`src/rtl/nw_score_store.sv`:
```
// rtl/nw_score_store.sv - Needleman-Wunsch score matrix store with boundary init and neighbour fetch
`timescale 1ns/1ps
module nw_score_store #(
    parameter int N   = 5,
    parameter int W   = 9,
    parameter int GAP = -2,
    localparam int IW = $clog2(N) + 1,
    localparam int AW = $clog2((N + 1) * (N + 1))
) (
    input  logic          clk,
    input  logic          rst,
    input  logic          start_init,
    input  logic          en_ins,
    input  logic          en_read,
    input  logic [IW-1:0] i,
    input  logic [IW-1:0] j,
    input  logic [W-1:0]  ins_val,
    output logic [W-1:0]  diag,
    output logic [W-1:0]  up,
    output logic [W-1:0]  left,
    output logic          rd_valid,
    output logic          init_done,
    output logic          busy,
    output logic          err
);
    localparam int DEPTH = (N + 1) * (N + 1);
    localparam logic [W-1:0] GAP_W = W'(GAP);
    localparam logic [IW:0] LAST_INIT = (IW + 1)'(2 * N);

    typedef enum logic [2:0] {IDLE, INIT, RD_DIAG, RD_UP, RD_LEFT, DONE} state_t;
    state_t state;

    logic [W-1:0]  mem [DEPTH];
    logic [W-1:0]  ram_rdata;
    logic [W-1:0]  ram_wdata;
    logic [AW-1:0] ram_addr;
    logic          ram_we;
    logic          ram_re;

    logic [IW:0]   init_cnt;
    logic [IW-1:0] init_k;
    logic [W-1:0]  acc;
    logic [IW-1:0] ri;
    logic [IW-1:0] rj;
    logic          in_range;
    logic          ins_req;

    function automatic logic [AW-1:0] cell_addr(input int r, input int c);
        return AW'(r * (N + 1) + c);
    endfunction

    assign in_range = (int'(i) < N) && (int'(j) < N);
    // An insert arriving while the read result is presented is held off to the next IDLE cycle.
    assign ins_req  = en_ins && !rd_valid;

    always_comb begin
        ram_we    = 1'b0;
        ram_re    = 1'b0;
        ram_addr  = '0;
        ram_wdata = '0;
        if (!rst) begin
            case (state)
                IDLE: begin
                    if (!start_init && ins_req && in_range) begin
                        ram_we    = 1'b1;
                        ram_addr  = cell_addr(int'(i) + 1, int'(j) + 1);
                        ram_wdata = ins_val;
                    end
                end
                INIT: begin
                    ram_we    = 1'b1;
                    ram_wdata = acc;
                    if (init_cnt == '0)
                        ram_addr = '0;
                    else if (init_cnt[0])
                        ram_addr = cell_addr(0, int'(init_k));
                    else
                        ram_addr = cell_addr(int'(init_k), 0);
                end
                RD_DIAG: begin
                    ram_re   = 1'b1;
                    ram_addr = cell_addr(int'(ri), int'(rj));
                end
                RD_UP: begin
                    ram_re   = 1'b1;
                    ram_addr = cell_addr(int'(ri), int'(rj) + 1);
                end
                RD_LEFT: begin
                    ram_re   = 1'b1;
                    ram_addr = cell_addr(int'(ri) + 1, int'(rj));
                end
                default: ;
            endcase
        end
    end

    // Matrix storage is deliberately left out of reset so an abort keeps prior scores.
    always_ff @(posedge clk) begin
        if (ram_we)
            mem[ram_addr] <= ram_wdata;
        else if (ram_re)
            ram_rdata <= mem[ram_addr];
    end

    always_ff @(posedge clk) begin
        if (rst) begin
            state     <= IDLE;
            diag      <= '0;
            up        <= '0;
            left      <= '0;
            rd_valid  <= 1'b0;
            init_done <= 1'b0;
            busy      <= 1'b0;
            err       <= 1'b0;
            init_cnt  <= '0;
            init_k    <= '0;
            acc       <= '0;
            ri        <= '0;
            rj        <= '0;
        end else begin
            rd_valid  <= 1'b0;
            init_done <= 1'b0;
            err       <= 1'b0;
            case (state)
                IDLE: begin
                    if (start_init) begin
                        state    <= INIT;
                        busy     <= 1'b1;
                        init_cnt <= '0;
                        init_k   <= (IW)'(1);
                        acc      <= '0;
                    end else if (ins_req) begin
                        if (!in_range)
                            err <= 1'b1;
                    end else if (en_read) begin
                        if (in_range) begin
                            ri    <= i;
                            rj    <= j;
                            state <= RD_DIAG;
                            busy  <= 1'b1;
                        end else begin
                            err <= 1'b1;
                        end
                    end
                end
                INIT: begin
                    // Row and column cells for the same k share one accumulator value.
                    if (init_cnt == '0) begin
                        acc <= acc + GAP_W;
                    end else if (!init_cnt[0]) begin
                        acc    <= acc + GAP_W;
                        init_k <= init_k + (IW)'(1);
                    end
                    init_cnt <= init_cnt + (IW + 1)'(1);
                    if (init_cnt == LAST_INIT) begin
                        state     <= IDLE;
                        busy      <= 1'b0;
                        init_done <= 1'b1;
                    end
                end
                RD_DIAG: state <= RD_UP;
                RD_UP: begin
                    diag  <= ram_rdata;
                    state <= RD_LEFT;
                end
                RD_LEFT: begin
                    up    <= ram_rdata;
                    state <= DONE;
                end
                DONE: begin
                    left     <= ram_rdata;
                    rd_valid <= 1'b1;
                    busy     <= 1'b0;
                    state    <= IDLE;
                end
                default: begin
                    state <= IDLE;
                    busy  <= 1'b0;
                end
            endcase
        end
    end
endmodule

```
`config.mk`:
```
export PLATFORM = sky130hd
export DESIGN_NAME = nw_score_store
export DESIGN_NICKNAME = d
export VERILOG_FILES = /design/src/rtl/nw_score_store.sv
export SDC_FILE = /design/constraint.sdc
export NUM_CORES = 1
export LEC_CHECK = 0
export CORE_UTILIZATION = 60
export DETAILED_ROUTE_END_ITERATION = 10
export GPL_TIMING_DRIVEN = 0
export PLACE_DENSITY = 0.78
export REMOVE_ABC_BUFFERS = 1
export SYNTH_ARGS = -nofsm -noshare
export SYNTH_HDL_FRONTEND = slang
export SYNTH_SLANG_ARGS = --single-unit
export TNS_END_PERCENT = 20
```
`constraint.sdc`:
```
create_clock -name clk -period 4.8 [get_ports clk]
set_clock_uncertainty 0.1 [all_clocks]
set_input_delay 0.72 -clock clk [delete_from_list [all_inputs] [get_ports clk]]
set_output_delay 0.72 -clock clk [all_outputs]
set_load 0.01 [all_outputs]
```
==> Word-level counts from Yosys, hierarchy flattened <==
Memory sizes are Yosys's and may differ from the RTL's. A register that Yosys moved wholly into a read port is not among the register bits.
Index checks and enable logic that the tools add are counted.
{ "totals": {"inputBits": 22, "out_inout_bits": 31, "ram_bits": 324, "n_memories": 1, "regBits": 60, "elab_cells": 112} }
{ "classes": {"n_mux": 42, "n_addsub": 11, "magnitude_cmp": 2, "multipliers": 4, "reduce_logical": 19, "bitwise_logic": 6, "n_eq_ne": 14} }
{ "memory_table": {"columns": ["memory", "depth", "width", "read_ports", "rd_clocked_by_memory_dff", "wr", "line", "source"], "rows": [
  ["mem", 36, 9, 1, 1, 1, "33", "logic [W-1:0] mem [DEPTH];"]
]} }
{ "op_table": {"columns": ["op", "count"], "rows": [
  ["2-to-1 mux 9 bit", 5],
  ["case mux 9 bit (2 select lines)", 2],
  ["case mux 6 bit (5 select lines)", 1],
  ["2-to-1 mux 6 bit", 4],
  ["adder 4 x 1 -> 5 bit, second input constant", 4],
  ["adder 6 x 5 -> 6 bit", 3],
  ["2-to-1 mux 1 bit", 16],
  ["2-to-1 mux 3 bit", 5],
  ["case mux 3 bit (5 select lines)", 1],
  ["2-to-1 mux 4 bit", 3],
  ["!= test 3 bit, second input constant", 4],
  ["multiplier 4 x 2 -> 5 bit, second input constant", 2],
  ["multiplier 5 x 2 -> 5 bit, second input constant", 2],
  ["case mux 5 bit (2 select lines)", 1],
  ["AND reduction 5 bit", 2],
  ["adder 9 bit, second input constant", 1],
  ["< comparator 4 x 3 -> 1 bit, second input constant", 2],
  ["!= test 2 bit, second input constant", 4],
  ["case mux 4 bit (2 select lines)", 1],
  ["AND reduction 4 bit", 2],
  ["adder 6 x 4 -> 6 bit", 1],
  ["equality test 3 x 2 -> 1 bit, second input constant", 2],
  ["equality test 3 bit, second input constant", 2],
  ["inverter 1 bit", 6],
  ["other kinds (16)", 22]
]} }

==> Logic depth before layout (Yosys ltp) <==
{ "depth": {"word_depth": 9, "ltp_mapped": 16, "mapped_depth_nobuf": 15} }

==> Least setup slack after synthesis <==
OpenSTA, ideal clock, no wires.
{ "synth_timing": {"path_kind": "input port to flip-flop", "from": "input i[0]", "to": "memory mem[6][0] (enable)", "t_required_ns": 4.326, "t_arrival_ns": 3.850, "n_path_buf": 1, "setup_time_ns": 0.374, "path_stages": 14, "slack_ns": 0.476, "path_cell_list": "ha_1 xor2_1 inv_1 fa_1 inv_1 ha_1 nor2b_1 o21ai_0 xnor2_1 o22ai_1 o21ai_0 clkbuf_1 nand2_1 nor2_1"} }
{ "synth_via": {"elab_chain_cells": 8, "word_cells_on_any_way": 14, "cone_classes": "add/sub (2); mul (1); order compare (1); mux (8); reduce/logical (2)"} }
{ "synth_lines": {"columns": ["item", "line", "source"], "rows": [
  ["from (decl)", "15", "input logic [IW-1:0] i,"],
  ["parallel branches: the longest is 8 deep, another holds adder 6 x 5 -> 6 bit", null, null],
  ["to (decl)", "33", null]
]} }
Several ways; the timed one is not identified.

==> Final worst setup path <==
{ "layout_timing": {"from": "input i[1]", "to": "memory mem[25][4] (enable)"} }
Same word-level chain as after synthesis.

==> results.txt <==
Adder-Cell Fraction of Synth Area -> 0.0295
Top-Level Pins -> 53
Syn avg cell area -> 13.2 µm²
Simple-gate share of the synthesized area -> 0.0885
Flop pwr share -> 0.512
Core area -> 27700 µm²
Cells along the critical path -> clkdlybuf4s50_1, ha_1, xor2_1, inv_1, fa_1, inv_1, ha_1, o21a_1, o21a_1, o32ai_2, o31a_4, and2_1, nand2_4, nor2_4, buf_12
Switch share -> 0.242
Routed WL per cell -> 25.2 µm
Bufs and invs on worst path -> 4
Ys flop type -> edfxtp_1
Gp weighted congestion -> 0.870
Clock Pin Slew Worst Setup and Hold Paths -> 0.06 ns
Post-synthesis cell count -> 1277
Count leader, synth -> edfxtp_1
DP Wirelength -> 24700 µm
Total Power -> 7.41 mW
Comb pwr share -> 0.095
CTS buffer count -> 39
WHS -> 0.356 ns
GRT Resource Usage Total -> 0.290
Full die area -> 28800 µm²
CP max stage delay -> 0.56 ns
Clk sinks -> 392
PD cells -> 366 nW/µm²
Mapped Area -> 16900 µm²
Yosys Warn Count -> 0
Initial Util -> 0.609
Crit-path max FO -> 11
Synth Area in XOR/XNOR -> 0.0166
Final Hold Fails -> 0
Worst EP arrival -> 4.81 ns
CP Launch Point -> i[1]
Largest family of logic cells by synthesized area -> compound AO/OA/AOI/OAI gates
Post-route cell area -> 20200 µm²
CP Capture Type -> flip-flop
Critical path data required time -> 4.95 ns
Fill cell count -> 1662
Worst Hold Class -> flip-flop to flip-flop
NetSw -> 1.79 mW
Grt total ovfl -> 0
Seq cells post-synth -> 392
Post-DRT Antenna Nets -> 0
Post-Place Setup Slack -> -1.45 ns
Internal power -> 5.62 mW
Proportion of layout cells with a drive suffix above 1 -> 0.142
Unrepaired setup endpoints after global routing -> true
Post-DP Area -> 17900 µm²
Crit Path Category -> input pin to flip-flop
Placed Cells -> 1657
TritonRoute pass-1 iters -> 6
Util after Layout -> 0.730
Tmin final -> 4.65 ns
CTS tree -> done
Vias per cell -> 6.55
First-pass GRT wire length -> 62600 µm
Leading post-synthesis cells by cell area -> edfxtp_1 59%, mux2i_1 7.8%, dfxtp_1 7.0%, nand2_1 3.0%, a21oi_1 2.3%
Max VDD drop -> 0.286 mV
CTS H-tree lvls -> 2
Endpoints failing setup -> 0
Post-synth EDFFs -> 333
Crit-path leading delay family -> compound AO/OA/AOI/OAI gates
Final nets -> 1423
Drt total wl -> 44800 µm
Sequential area share after synthesis -> 0.663
Max-cap violations -> 0
Overall die height -> 170 µm
Clk_lat worst skew -> 0.56 ns
Top-area cell type share of the netlist area -> 0.593
Worst slew pin tran -> 1.44 ns
Critical Path Source Type -> input pin
DR iter-0 viols -> 1694
Post-Route Setup TNS -> 0 ns
Vias in the first global route -> 10900
Relative slew slack -> 0.0426
Yosys cell types -> 68
Post-synthesis mux area share -> 0.0811
Reg-to-Reg Start -> ri[0]
FFs w/ async S/R, synth -> 0
Hold_sp -> up[6]
Area delta synth->final -> 19.9%
Non-Filler Instances -> 1775
Port Buffers -> 52
Slew Viols, Final -> 0
Compound-cell area share of the yosys netlist -> 0.0948
Flop-to-flop setup slack -> 0.17 ns
Fin crit share -> 0.969
Initial antenna violation count -> 1
Synth top cells by count -> 333 x edfxtp_1, 135 x nand2_1, 131 x mux2i_1
Remaining DRCs -> 0
Power share of the clock group -> 0.393
Fin worst setup slack -> 0.147 ns
Largest net degree at the start of global routing -> 53
# rows -> 61
CP max-delay cell -> clkdlybuf4s50_1
Vias -> 11600
Diodes inserted -> 0
Top cell type by total area after synthesis -> edfxtp_1
P_leak -> 7.11 nW
Root cell of the clock tree -> clkbuf_16
Outcome -> complete, no violations
Fmax -> 215 MHz
Max clock buf depth -> 3
Post-cts hold buffer count -> 0
Chip Width -> 170 µm
[cells in the final DEF (no fill, tap or decap), types with 6 or more instances in the layout]
| master | instances |
|---|---|
| a21oi_1 | 79 |
| o221ai_1 | 6 |
| ha_1 | 27 |
| o21ai_0 | 32 |
| clkdlybuf4s50_1 | 50 |
| buf_16 | 8 |
| xnor2_1 | 16 |
| clkinv_2 | 6 |
| a31oi_1 | 7 |
| clkbuf_16 | 40 |
| a22oi_1 | 17 |
| clkbuf_1 | 14 |
| dfxtp_1 | 57 |
| mux2i_1 | 131 |
| a21o_1 | 9 |
| nor2_4 | 39 |
| nand3_1 | 35 |
| fa_1 | 8 |
| buf_4 | 11 |
| nor2b_1 | 8 |
| buf_12 | 32 |
| clkinv_1 | 7 |
| xor2_1 | 16 |
| nor3_1 | 13 |
| inv_1 | 34 |
| nor2_2 | 8 |
| o22ai_1 | 60 |
| nand2_1 | 129 |
| edfxtp_1 | 333 |
| nor2_1 | 51 |
[state kept, by name, indices dropped and copies added (netlist names), 3 cells and up]
register,flops
mem,324
diag,9
state,3
acc,8
up,9
ram_rdata,9
init_k,4
init_cnt,5
left,9
ri,4
rj,4
[power by group through the flow]
stage | combinational, mW | clock (mW) | sequential (mW)
after floorplan | 0.431 | 0 | 3.85
after global placement | 0.631 | 0 | 3.86
after detailed placement | 0.641 | 0 | 3.87
after CTS | 0.664 | 2.88 | 3.79
after global routing | 0.749 | 3.05 | 3.80
final | 0.702 | 2.92 | 3.80
[kinds of logic (layout without fill, tap and decap cells)]
group	count (synthesis)	in the layout
fa+ha+maj	35	35
buf+inv	98	214
compound gates	253	255
simple gates	331	333
xor+xnor	32	32
flops	392	392
mux	136	136
[cell type report]
type	instances	area, µm²	area share
Clock buffer	56	1080	0.0534
Clock inverter	16	111	0.00550
Inverter	34	128	0.00631
Multi-Input combinational cell	791	5720	0.283
Sequential cell	392	11200	0.553
Tap cell	378	473	0.0234
Timing Repair Buffer	108	1530	0.0758
[repair_timing]
action / CTS / global route
pin swaps: 10 / 31
buffers inserted: 11 / 30
gates cloned: 1 / 3
endpoints found under the setup margin: 333 / 333
gates resized for setup: 74 / 25
[worst register-to-register path, delay by kind of cell, from the launching register on]
family / cells / cell delay, ns
AOI/OAI and AO/OA: 7 / 1.90
xor gates and xnor gates: 1 / 0.24
adders and majority gates: 2 / 0.90
buffers and inverters: 2 / 0.42
DFF: 1 / 0.47
muxes: 1 / 0.30
[metal layers]
metal	wire length [µm]	track usage
met2	21700	0.481
met5	16	0
met4	1970	0.130
met1	16300	0.374
met3	4780	0.0513
[path summary, 6_finish.rpt]
path,cells after the start,end
max,15,mem[25][4]
min,2,up[6]
max reg2reg,13,ram_rdata[4]
min reg2reg,2,up[6]
Power figures use the tool's default switching activity.
